<file path="config.mk">
export PLATFORM = sky130hd
export DESIGN_NAME = restoring_divider_seq
export DESIGN_NICKNAME = d
export VERILOG_FILES = /design/src/rtl/restoring_divider_seq.sv
export SDC_FILE = /design/constraint.sdc
export NUM_CORES = 1
export LEC_CHECK = 0
export ABC_AREA = 1
export CELL_PAD_IN_SITES_DETAIL_PLACEMENT = 1
export CELL_PAD_IN_SITES_GLOBAL_PLACEMENT = 2
export CORE_MARGIN = 10
export CORE_UTILIZATION = 28
export CTS_BUF_LIST = sky130_fd_sc_hd__clkbuf_8
export DETAILED_ROUTE_END_ITERATION = 16
export HOLD_SLACK_MARGIN = 0.1
export PLACE_DENSITY_LB_ADDON = 0.05
export REMOVE_ABC_BUFFERS = 1
export SYNTH_ARGS = -nofsm -noshare
export SYNTH_HDL_FRONTEND = slang
export SYNTH_SLANG_ARGS = --single-unit
</file>
<file path="constraint.sdc">
create_clock -name clk -period 1.7 [get_ports clk]
set_input_delay 0.34 -clock clk [delete_from_list [all_inputs] [get_ports clk]]
set_output_delay 0.34 -clock clk [all_outputs]
set_load 0.02 [all_outputs]
</file>
<file path="src/rtl/restoring_divider_seq.sv">
// restoring_divider_seq
//   Sequential unsigned restoring divider. A start request accepted in IDLE
//   captures Dividend/Divisor. The divider then spends W cycles in DIV, doing
//   one shift/subtract/restore step per cycle, and pulses done for one cycle
//   in DONE. A zero divisor skips DIV and goes straight to DONE with
//   Quotient = all ones, Remainder = Dividend and Errorout[0] set.
//
// Ports
//   clk        system clock, rising edge
//   rstn       asynchronous active-low reset
//   start      request, sampled only in IDLE
//   Dividend   W-bit numerator, captured on accepted start
//   Divisor    W-bit denominator, captured on accepted start
//   Quotient   W-bit quotient, held until the next completion
//   Remainder  W-bit remainder, held until the next completion
//   busy       high while in DIV
//   done       one-cycle pulse in DONE
//   Errorout   bit0 = divide-by-zero on last operation, bit1 = 0
//   state      FSM state (IDLE=00, DIV=01, DONE=10), debug
//   counter    remaining iterations, debug
module restoring_divider_seq #(
  parameter int W  = 4,
  parameter int CW = 3
) (
  input  logic          clk,
  input  logic          rstn,
  input  logic          start,
  input  logic [W-1:0]  Dividend,
  input  logic [W-1:0]  Divisor,
  output logic [W-1:0]  Quotient,
  output logic [W-1:0]  Remainder,
  output logic          busy,
  output logic          done,
  output logic [1:0]    Errorout,
  output logic [1:0]    state,
  output logic [CW-1:0] counter
);

  typedef enum logic [1:0] {
    IDLE = 2'b00,
    DIV  = 2'b01,
    DONE = 2'b10
  } state_t;

  state_t        state_q, state_d;
  logic [W-1:0]  a_q, a_d;
  logic [W-1:0]  q_q, q_d;
  logic [W-1:0]  m_q, m_d;
  logic [W-1:0]  quot_q, quot_d;
  logic [W-1:0]  rem_q, rem_d;
  logic [CW-1:0] cnt_q, cnt_d;
  logic          err_q, err_d;

  logic [W:0]    shifted;
  logic [W:0]    diff;

  // State register
  always_ff @(posedge clk or negedge rstn) begin
    if (!rstn) begin
      state_q <= IDLE;
      a_q     <= '0;
      q_q     <= '0;
      m_q     <= '0;
      quot_q  <= '0;
      rem_q   <= '0;
      cnt_q   <= '0;
      err_q   <= 1'b0;
    end else begin
      state_q <= state_d;
      a_q     <= a_d;
      q_q     <= q_d;
      m_q     <= m_d;
      quot_q  <= quot_d;
      rem_q   <= rem_d;
      cnt_q   <= cnt_d;
      err_q   <= err_d;
    end
  end

  // Next-state and datapath
  always_comb begin
    state_d = state_q;
    a_d     = a_q;
    q_d     = q_q;
    m_d     = m_q;
    quot_d  = quot_q;
    rem_d   = rem_q;
    cnt_d   = cnt_q;
    err_d   = err_q;

    // Partial remainder shifted left with the next dividend bit pulled in;
    // a set MSB of the trial difference means the subtraction underflowed.
    shifted = {a_q, q_q[W-1]};
    diff    = shifted - {1'b0, m_q};

    unique case (state_q)
      IDLE: begin
        if (start) begin
          if (Divisor != '0) begin
            m_d     = Divisor;
            q_d     = Dividend;
            a_d     = '0;
            cnt_d   = CW'(W);
            err_d   = 1'b0;
            state_d = DIV;
          end else begin
            quot_d  = '1;
            rem_d   = Dividend;
            err_d   = 1'b1;
            state_d = DONE;
          end
        end
      end
      DIV: begin
        if (diff[W]) begin
          a_d = shifted[W-1:0];
          q_d = {q_q[W-2:0], 1'b0};
        end else begin
          a_d = diff[W-1:0];
          q_d = {q_q[W-2:0], 1'b1};
        end
        cnt_d = cnt_q - CW'(1);
        // Last step: publish the results of this very step.
        if (cnt_q == CW'(1)) begin
          quot_d  = q_d;
          rem_d   = a_d;
          state_d = DONE;
        end
      end
      DONE: begin
        state_d = IDLE;
      end
      default: begin
        state_d = IDLE;
      end
    endcase
  end

  // Outputs: pure decodes of registered state
  always_comb begin
    busy      = (state_q == DIV);
    done      = (state_q == DONE);
    state     = state_q;
    counter   = cnt_q;
    Quotient  = quot_q;
    Remainder = rem_q;
    Errorout  = {1'b0, err_q};
  end

endmodule

</file>
* Word-level counts from Yosys, hierarchy flattened
Index checks and enable logic that the tools add are counted.
** Cells by class
- $add $sub $neg :: 2
- Multiplexer cells :: 24
- Reductions and logical operators :: 8
- Eq/ne operators :: 7
** Operators with widths (count)
- $mux 4 :: 11
- $pmux 4 s2 :: 4
- $mux 2 :: 3
- $mux 3 :: 2
- $ne 2x2->1 const B :: 3
- $pmux 3 s2 :: 1
- $reduce_and 3->1 :: 2
- $sub 5x4->5 :: 1
- $pmux 2 s2 :: 1
- $reduce_and 2->1 :: 2
- $reduce_and 4->1 :: 1
- $reduce_bool 4->1 :: 1
- $eq 3x1->1 const B :: 1
- $sub 3x1->3 const B :: 1
- $eq 2x1->1 const B :: 1
- $eq 2x2->1 const B :: 1
- $logic_not 2->1 :: 1
- $mux 1 :: 2
- $ne 2x1->1 const B :: 1
- $reduce_bool 2->1 :: 1
** Word-level totals
- Input port bits :: 11
- Register bits after elaboration :: 26

* Longest topological paths before layout
Gate-level depths: netlist of the first run.
- Depth after elaboration :: 4
- Depth in mapped cells :: 12

* Worst setup path before layout of the first run
No wires, ideal clock.
- Kind :: reg-to-reg
- Start :: reg q_q[3]
- End :: reg rem_q[3] (netlist: Remainder[3])
- Data required time :: 1587 ps
- Stages on the path, launching flop included :: 12
- Library setup time :: 113 ps
- Period minus slack after synthesis :: 1657 ps
- Arrival :: 1544 ps
- Setup slack :: 43 ps
- Cell sequence :: dfrtp_1 -> inv_1 -> ha_1 -> fa_1 -> inv_1 -> nand3_1 -> nand3_1 -> nand2_1 -> nand3_1 -> nand3_1 -> nand2_1 -> inv_1
** Between the ends
- Word-level cells in the longest chain between the ends :: 4
** Ends and longest elaborated chain
- from (decl) :: RTL line 47 : logic [W-1:0] q_q, q_d;
- from (signal assigned) :: RTL line 71 : q_q <= q_d;
- $sub 5x4->5 :: RTL line 94 : diff = shifted - {1'b0, m_q};
- $mux 4 :: RTL line 115 : if (diff[W]) begin
- $mux 4 :: RTL line 124 : if (cnt_q == CW'(1)) begin
- $pmux 4 s2 :: RTL line 96 : unique case (state_q)
- to (signal assigned) :: RTL line 74 : rem_q <= rem_d;
- to (decl) :: RTL line 50 : logic [W-1:0] rem_q, rem_d;
Every way passes these cells. The select of a mux whose other input is x is not followed.
A chain may end at the register's enable or synchronous reset.

* Worst setup path after layout of the first run
Ends and elaborated chain as after synthesis.

==> results of run 1 <==
==> through the flow <==
step           total power (µW)  util [%]  worst slack (ps)
2_1_floorplan              2590         -              11.3
4_1_cts                    4600      41.3             -50.6
5_1_grt                    5380      43.8              -158
6_report                   4940      43.8             -39.4
3_5_place_dp               3760      37.6              -195
3_3_place_gp               3690      37.6              -112
==> timing repair <==
action / 4_1_cts / 5_1_grt
endpoints found under the setup margin: 14 / 12
pin swaps: 7 / 5
buffers inserted: 1 / 2
gates cloned: 0 / 0
resized for setup: 30 / 18
==> worst max-delay path, cell delays in order (launching register included) <==
cell and delay [ps]:
dfrtp_1 380, inv_2 60, ha_4 160, fa_2 350
inv_2 90, nand3_2 100, nand3_2 150, nand2_8 90
nand3_2 90, nand3_1 70, nand2_1 60, inv_1 40
==> state kept, by name, indices dropped and copies added (netlist names) <==
signal     flops
Quotient       4
m_q            4
counter        3
a_q            4
err_q          1
Remainder      4
q_q            4
state          2
==> power by group through the flow <==
stage / Clock [µW] / Sequential (µW) / Combinational [µW]
floorplan: 0 / 1270 / 1310
global placement: 0 / 1110 / 2580
detailed placement: 0 / 1120 / 2630
CTS: 547 / 1110 / 2940
global route: 574 / 1170 / 3640
finish: 530 / 1120 / 3290
==> cell families after synthesis <==
group / count (synthesis)
buf+inv: 37
simple gates: 83
fa+ha+maj: 7
flops: 26
other cells: 1
compound gates: 24
xor+xnor: 1
==> area by class of cell <==
| type | instances | area [µm²] | area share, % |
|---|---|---|---|
| Multi-Input combinational cell | 116 | 847 | 38.4 |
| Sequential cell | 26 | 651 | 29.5 |
| Timing Repair Buffer | 46 | 427 | 19.3 |
| Inverter | 32 | 124 | 5.61 |
| Tap cell | 70 | 87.6 | 3.97 |
| Clock buffer | 3 | 41.3 | 1.87 |
| Clock inverter | 1 | 30.0 | 1.36 |
==> path summary, 6_finish.rpt <==
path | end | slack (ps) | cells past startpoint
setup / recovery | Remainder[3]$_DFFE_PN0P_ | -40 | 11
hold / removal | state[1]$_DFFE_PN0P_ | 430 | 2
setup reg to reg | Remainder[3]$_DFFE_PN0P_ | -40 | 11
hold reg to reg | Quotient[1]$_DFFE_PN0P_ | 520 | 2
max in group asynchronous | a_q[3]$_DFFE_PN0P_ | 990 | 2
min in group clk | Quotient[1]$_DFFE_PN0P_ | 520 | 2
==> metal layers <==
layer	share of wire [%]	routed length [µm]	GRT usage, %	up-vias
met4	1.2	54	2.70	0
met5	0	0	0	-
met1	46	2030	13.8	658
met2	51	2260	18.4	17
li1	-	-	-	652
met3	2.6	115	2.04	4
==> layout by cell type (no fill, tap or decap), drive strengths merged <==
cell,Yosys,routed
a21oi,6,6
a31oi,3,3
clkinv,1,1
conb,1,1
dfrtp,26,26
nand3,23,23
fa,1,1
dlymetal6s2s,0,2
clkbuf,0,3
o22ai,1,1
clkdlybuf4s50,0,20
nand2,32,32
or2,4,4
nor2,24,24
xnor2,1,1
inv,31,31
bufinv,0,1
o21ai,12,12
dlygate4sd2,0,4
ha,6,6
buf,5,20
o211ai,2,2
==> impl_metrics.env, run 1 <==
export IMPL_syn2layout_area_growth_pct=52.6
export IMPL_numCtsBuffers=3
export IMPL_power_frac_clock_pct=10.7
export IMPL_p_comb_share_pct=66.6
export IMPL_ir_worst_vdd_mv=0.741
export IMPL_final_nets=243
export IMPL_end_kind="register"
export IMPL_ys_top_cells_by_count="nand2_1 (31), inv_1 (27), dfrtp_1 (26)"
export IMPL_first_pass_iters=4
export IMPL_synth_edf_count=0
export IMPL_overflow=0
export IMPL_io_buffer_count=26
export IMPL_clockBufferDepth=2
export IMPL_maxCapViolCount=0
export IMPL_synth_fa_ha_area_share_pct=6.57
export IMPL_place_hpwl_um=3260
export IMPL_start_util_pct=28.7
export IMPL_ctsHoldBuffers=0
export IMPL_worstPathRequired_ps=1880
export IMPL_ys_ff_latch=26
export IMPL_yosysSeqAreaShare_pct=45.0
export IMPL_ys_types=29
export IMPL_place_gp_congestion=0.743
export IMPL_post_dp_cell_area_mm2=0.00190
export IMPL_hp_class="input pin to async pin"
export IMPL_p_seq_share_pct=22.6
export IMPL_grt_first_pass_wirelength_um=7530
export IMPL_io_pins=28
export IMPL_first_global_vias=1492
export IMPL_status="finished with violations"
export IMPL_h_tree_depth=1
export IMPL_ant_nets=0
export IMPL_async_flop_share_pct=100
export IMPL_synth_cells=179
export IMPL_vias=1331
export IMPL_max_freq_ghz=0.575
export IMPL_clock_latency_ps=280
export IMPL_postSynthAreaPerCell_um2=8.08
export IMPL_cts_sinks=26
export IMPL_coreArea_mm2=0.00504
export IMPL_dieArea_mm2=0.00844
export IMPL_netlist_area_mm2=0.00145
export IMPL_worstSetupStartpoint="q_q[3]$_DFFE_PN0P_"
export IMPL_fin_crit_ps=1740
export IMPL_violations="negative setup slack"
export IMPL_cts_root_buf="clkbuf_8"
export IMPL_nFillCells=588
export IMPL_num_antenna_cells=0
export IMPL_setup_viol=4
export IMPL_p_sw_uw=2350
export IMPL_synth_top_cell_by_area="dfrtp_1"
export IMPL_critPathMaxFanout=5
export IMPL_antenna_found_initial=0
export IMPL_layout_setup_ws_ps=-39.4
export IMPL_die_x_um=91.9
export IMPL_leakage_uw=0.00103
export IMPL_skew_ps=8.85
export IMPL_cts_tree="done"
export IMPL_swShare_pct=47.6
export IMPL_report_final_slew_viol_count=0
export IMPL_synth_top_family_by_area="simple AND/OR/NAND/NOR gates"
export IMPL_vias_per_cell=4.53
export IMPL_synth_top_cell_area_share_pct=45.0
export IMPL_yosys_area_share_simple_pct=26.3
export IMPL_synthFlopType="dfrtp_1"
export IMPL_path_clk_slew_ps=100
export IMPL_critPathKind="register to register"
export IMPL_internal_power_uw=2590
export IMPL_routedWlPerCell_um=15.2
export IMPL_initialDrtViolationCount=31
export IMPL_drive_above_1_share_pct=29.5
export IMPL_power_density_mw_per_mm2=2240
export IMPL_synth_compound_area_share_pct=10.2
export IMPL_dp_cells=287
export IMPL_synthMuxAreaShare_pct=0
export IMPL_postLayoutCellArea_mm2=0.00221
export IMPL_grt_max_degree=27
export IMPL_tns_ps=-95.7
export IMPL_layoutNonFillerInstCount=294
export IMPL_synth_xor_area_share_pct=0.606
export IMPL_reg2reg_from="q_q[3]$_DFFE_PN0P_"
export IMPL_ys_top_cells_by_area="dfrtp_1 (45%), nand2_1 (8.0%), nand3_1 (7.6%)"
export IMPL_hold_viol_final=0
export IMPL_grt_use_total_pct=10.8
export IMPL_hold_ws_ps=434
export IMPL_drc=0
export IMPL_rsz0062_at_grt="yes"
export IMPL_crit_path_start_kind="register"
export IMPL_rows=26
export IMPL_critical_path_arrival_ps=1920
export IMPL_chipHeight_um=91.9
export IMPL_wl_um=4460
export IMPL_synth_most_common_cell="nand2_1"
export IMPL_yosys_warnings=0
export IMPL_timing_final_crit_share_pct=102
(Power assumes the default switching activity.)
==> run 2: changes to the inputs <==
--- a/config.mk
+++ b/config.mk
@@ -11,6 +11,7 @@
 export CORE_MARGIN = 10
 export CORE_UTILIZATION = 28
 export CTS_BUF_LIST = sky130_fd_sc_hd__clkbuf_8
+export CTS_CLUSTER_DIAMETER = 30
 export DETAILED_ROUTE_END_ITERATION = 16
 export HOLD_SLACK_MARGIN = 0.1
 export PLACE_DENSITY_LB_ADDON = 0.05
==> results of run 2 <==
Same layout as run 1: the final DEF is identical, and so are final timing and power.
==> edit 1 (settings of run 2) <==
Set the parameter `CW` to 5 (it was 3).
--- a/src/rtl/restoring_divider_seq.sv
+++ b/src/rtl/restoring_divider_seq.sv
@@ -22,3 +22,3 @@
   parameter int W  = 4,
-  parameter int CW = 3
+  parameter int CW = 5
 ) (
Interface: changed (resized counter); port bits go from 28 to 30. No check against the original RTL was run, so the function may have changed too.
==> edit 1 against run 2 <==
The run still ends with setup timing left. Die area grew 6.5%. Setup slack gained 0.028 ns. Cell area grew 2.9%. Total power shrank 2.6%. Synthesized cell count grew 8.9%. Synthesized area grew 8.4%. Sequential cell count grew 2. Routed wire length grew 5.7%. Critical path type unchanged. Largest cell class unchanged.
==> edit 1: results (changes against run 2) <==
Global route
  – Met1 Usage GRT: 14.0% (was 13.8%)
  – Met3 Use GR: 2.62% (was 2.04%)
  – Vias in the first global route: 1545 (was 1492)
  – First-pass GRT wire length: 7870 um (was 7530 um)
  – Gr usage total: 10.9% (was 10.8%)
  – Largest net degree at the start of global routing: 29 (was 27)

Pwr
  – Static Leak: 1.12 nW (was 1.03 nW)
  – Total power: 0.00481 W (was 0.00494 W)
  – VDD IR max: 670 uV (was 741 uV)
  – Int Pwr: 0.00251 W (was 0.00259 W)
  – Seq group: 0.00121 W (was 0.00112 W)
  – Clock power frac: 9.1% (was 10.7%)

Detailed routing
  – Routed WL per cell: 14.9 um (was 15.2 um)
  – Routed met2 length: 2250 um (was 2260 um)
  – Initial drt markers: 40 (was 31)
  – WL met1: 2230 um (was 2030 um)
  – Routed wl met3: 186 um (was 115 um)

Place
  – Gpl congestion: 0.802 (was 0.743)
  – Dpl hpwl: 3530 um (was 3260 um)
  – Port bufs: 28 (was 26)

Timing
  – Clock skew: 0.00585 ns (was 0.00885 ns)
  – Setup violators final: 3 (was 4)
  – Final Hold Slack: 0.443 ns (was 0.434 ns)
  – Final worst slack: -0.0119 ns (was -0.0394 ns)
  – Final TNS setup: -0.0206 ns (was -0.0957 ns)

Cells and area
  – Multi-input logic area: 831 sq um (was 847 sq um)
  – N_diodes: 0 (unchanged)
  – Buffers excl. clock: 51 (was 46)
  – Non-clk buf share: 20.9% (was 19.3%)
  – Multi-In Gates: 130 (was 116)
  – Clock buffers: 4 (was 3)
  – Fill count: 669 (was 588)
  – Seq. cell area: 701 sq um (was 651 sq um)
  – Nets: 264 (was 243)
  – Fraction of layout cells with a size suffix above 1: 28.2% (was 29.5%)
  – Final clock-cell share: 2.42% (was 3.23%)

Logic synthesis
  – Netlist cell types: 25 (was 29)
  – Top post-synthesis cells by area: dfrtp_1 45%, nand2_1 8.9%, nand3_1 7.0% (was dfrtp_1 45%, nand2_1 8.0%, nand3_1 7.6%)
  – Seq/Total Area, Yosys: 44.7% (was 45.0%)
  – Synthesized flop and latch total: 28 (was 26)

Worst setup path
  – CP delay by family, top: simple AND/OR/NAND/NOR gates (unchanged)
  – Worst reg2reg path endpoint: Remainder[2] (was Remainder[3])
  – CP max FO: 6 (was 5)
  – Critical Path Start: m_q[0] (was q_q[3])
  – CP max stage delay: 0.43 ns (was 0.38 ns)
  – CP arrival: 1.94 ns (was 1.92 ns)

Run status
  – Violated checks: setup timing (unchanged)
  – Status: finished with violations (unchanged)

Min path
  – Min-delay worst type: in -> async (unchanged)
==> edit 1: per-stage QoR <==
step	cells	setup WS, ns	area (sq um)	utilization [%]
floorplan	190	0.0174	1520	-
global route	317	-0.124	2270	41.5
global placement	308	-0.179	2040	37.3
CTS	314	-0.124	2180	39.8
finish	317	-0.0119	2270	41.5
detailed placement	308	-0.221	2040	37.3
==> edit 1: kinds of logic (layout without fill, tap and decap cells) <==
logic type | Yosys count | count (layout) | share of synthesized area (%)
xor gates and xnor gates | 2 | 2 | 1.12
and+or+nand+nor | 94 | 94 | 27.9
buffers and inverters | 37 | 87 | 10.5
adders and majority gates | 7 | 7 | 6.07
other | 1 | 1 | 0.239
DFF | 28 | 28 | 44.7
AOI/OAI and AO/OA | 26 | 26 | 9.50
==> edit 1: timing repair <==
action,4_1_cts,5_1_grt
gates cloned,0,0
pin swaps,11,6
endpoints found under the setup margin,13,18
setup buffers,2,3
resized for setup,20,21
==> edit 2 (config.mk and constraints of run 2) <==
Made on the original files. Add an input register stage for `start`, `Dividend` and `Divisor`, with the module's reset; this delays them by one clock. Comments in the files are not updated.
--- a/src/rtl/restoring_divider_seq.sv
+++ b/src/rtl/restoring_divider_seq.sv
@@ -43,2 +43,18 @@
   } state_t;
+
+  logic start_q;
+  logic [W-1:0] Dividend_q;
+  logic [W-1:0] Divisor_q;
+
+  always_ff @(posedge clk or negedge rstn) begin
+    if (!rstn) begin
+      start_q    <= '0;
+      Dividend_q <= '0;
+      Divisor_q  <= '0;
+    end else begin
+      start_q    <= start;
+      Dividend_q <= Dividend;
+      Divisor_q  <= Divisor;
+    end
+  end
 
@@ -97,6 +113,6 @@
       IDLE: begin
-        if (start) begin
-          if (Divisor != '0) begin
-            m_d     = Divisor;
-            q_d     = Dividend;
+        if (start_q) begin
+          if (Divisor_q != '0) begin
+            m_d     = Divisor_q;
+            q_d     = Dividend_q;
             a_d     = '0;
@@ -107,3 +123,3 @@
             quot_d  = '1;
-            rem_d   = Dividend;
+            rem_d   = Dividend_q;
             err_d   = 1'b1;
Behaviour: not the same (a bounded check fails within 4 cycles, from zero or initial values and one cycle with rstn low).
==> edit 2 against run 2 <==
The flow still finishes with violations (setup timing). Via count grew 2.9%. Critical path depth rose by 1. Cell area up 5.5%. Total power shrank 2.4%. Sequential cell count up 9. Non-clock buffer count is 7 lower. Count of clock-buffer cells in the layout rose by 2. Synthesized area increased by 16%. Routed wire length about the same. Cell count increased by 3.7%. Setup slack worse by 0.0048 ns. Largest cell class is now sequential cells.
==> edit 2: results (changes against run 2) <==
Clock network
  – Total number of H-tree levels: 2 (was 1)
  – Root buf cell: clkbuf_8 (unchanged)
  – Clock-pin slew on the worst setup and hold paths: 0.08 ns (was 0.10 ns)
  – Sink Count: 35 (was 26)

Global route
  – Met2 Use GR: 16.4% (was 18.4%)
  – Gr usage total: 9.67% (was 10.8%)
  – First-pass GRT wire length: 7670 um (was 7530 um)
  – Largest net degree at the start of global routing: 21 (was 27)
  – Vias in the first global route: 1544 (was 1492)
  – Met1 Usage GRT: 11.1% (was 13.8%)
  – Met3 Use GR: 3.70% (was 2.04%)

Cells and area
  – Non-clk buf share: 15.8% (was 19.3%)
  – Buffers excl. clock: 39 (was 46)
  – Final clock-cell share: 3.65% (was 3.23%)
  – Seq. cell area: 877 sq um (was 651 sq um)
  – Fraction of layout cells with a size suffix above 1: 27.0% (was 29.5%)
  – Multi-input logic area: 781 sq um (was 847 sq um)
  – Fin cells: 305 (was 294)
  – Nets: 247 (was 243)
  – Clock buffers: 5 (was 3)
  – Fill count: 684 (was 588)

Pwr
  – Sw Share: 46.7% (was 47.6%)
  – Static Leak: 1.09 nW (was 1.03 nW)
  – VDD IR max: 779 uV (was 741 uV)
  – Power Clock: 0.000598 W (was 0.000530 W)
  – Combinational Power: 0.00287 W (was 0.00329 W)
  – P per Cell Area: 2070 nW/um^2 (was 2240 nW/um^2)

Detailed routing
  – Vias per inst: 4.49 (was 4.53)
  – Highest routed layer: met3 (was met4)
  – Initial drt markers: 42 (was 31)
  – WL met1: 1970 um (was 2030 um)
  – Routed wl met3: 244 um (was 115 um)
  – Routed WL per cell: 14.6 um (was 15.2 um)
  – DRT Pass-1 Iters: 4 (unchanged)
  – Routed met2 length: 2240 um (was 2260 um)

Timing
  – Clock skew: 0.00606 ns (was 0.00885 ns)
  – Final worst slack: -0.0442 ns (was -0.0394 ns)
  – Setup violators final: 6 (was 4)

Place
  – Pre-CTS WS: -0.225 ns (was -0.195 ns)
  – DP Area: 2070 sq um (was 1900 sq um)
  – Gpl congestion: 0.760 (was 0.743)
  – Dpl hpwl: 3300 um (was 3260 um)
  – Dpl cells: 294 (was 287)

Run status
  – Status: finished with violations (unchanged)
  – Violated checks: setup timing (unchanged)

Logic synthesis
  – Seq/Total Area, Yosys: 52.4% (was 45.0%)
  – Syn Inst Count: 188 (was 179)
  – Top post-synthesis cells by area: dfrtp_1 52%, nand2_1 7.0%, nand3_1 6.6% (was dfrtp_1 45%, nand2_1 8.0%, nand3_1 7.6%)
  – Commonest cells in the netlist: 35 x dfrtp_1, 31 x nand2_1, 27 x inv_1 (was 31 x nand2_1, 27 x inv_1, 26 x dfrtp_1)

Min path
  – Min-delay worst type: in -> reg (was in -> async)
==> edit 2: worst max-delay path, cell delays in order, from the launching register on <==
cell	delay, ns
dfrtp_1	0.38
inv_2	0.07
ha_4	0.16
fa_2	0.35
inv_2	0.09
nand2_2	0.06
nand2_2	0.08
nand3_2	0.08
nand2_4	0.15
nand3_2	0.12
nand3_2	0.07
nand2_1	0.04
inv_1	0.04
==> edit 2: per-stage QoR <==
stage | util, % | TNS [ns] | total power, W
final | 39.8 | -0.0963 | 0.00482
after global routing | 39.8 | -0.649 | 0.00526
after CTS | 39.3 | -0.00869 | 0.00479
after detailed placement | 35.4 | -1.59 | 0.00384
after global placement | 35.4 | -0.254 | 0.00377
after floorplan | - | 0 | 0.00282
==> edit 2: final timing paths <==
check                      slack [ns]            end  depth (start not counted)         from
setup / recovery                -0.04   Remainder[0]                         12       q_q[3]
hold / removal                   0.49  Dividend_q[3]                          1  Dividend[3]
setup reg to reg                -0.04   Remainder[0]                         12       q_q[3]
hold reg to reg                  0.49    Quotient[1]                          2  Quotient[1]
max in group asynchronous        0.73       state[1]                          3         rstn
min in group asynchronous        0.52         a_q[2]                          2         rstn
==> edit 2: cells by family after synthesis <==
kind of cell             after synthesis  share of synthesized area, %
AO/OA/AOI/OAI                         24                          8.83
XOR/XNOR                               1                         0.524
adder cells (fa/ha/maj)                7                          5.69
buffers and inverters                 37                          9.58
flip-flops                            35                          52.4
other                                  1                         0.224
AND/OR/NAND/NOR                       83                          22.8
==> edit 2: repair_timing <==
action | 4_1_cts | 5_1_grt
buffers inserted | 1 | 1
setup endpoints to repair | 14 | 12
endpoints found under the hold margin | 15 | 0
resized for setup | 34 | 5
pin swaps | 12 | 5
hold buffers | 1 | 0
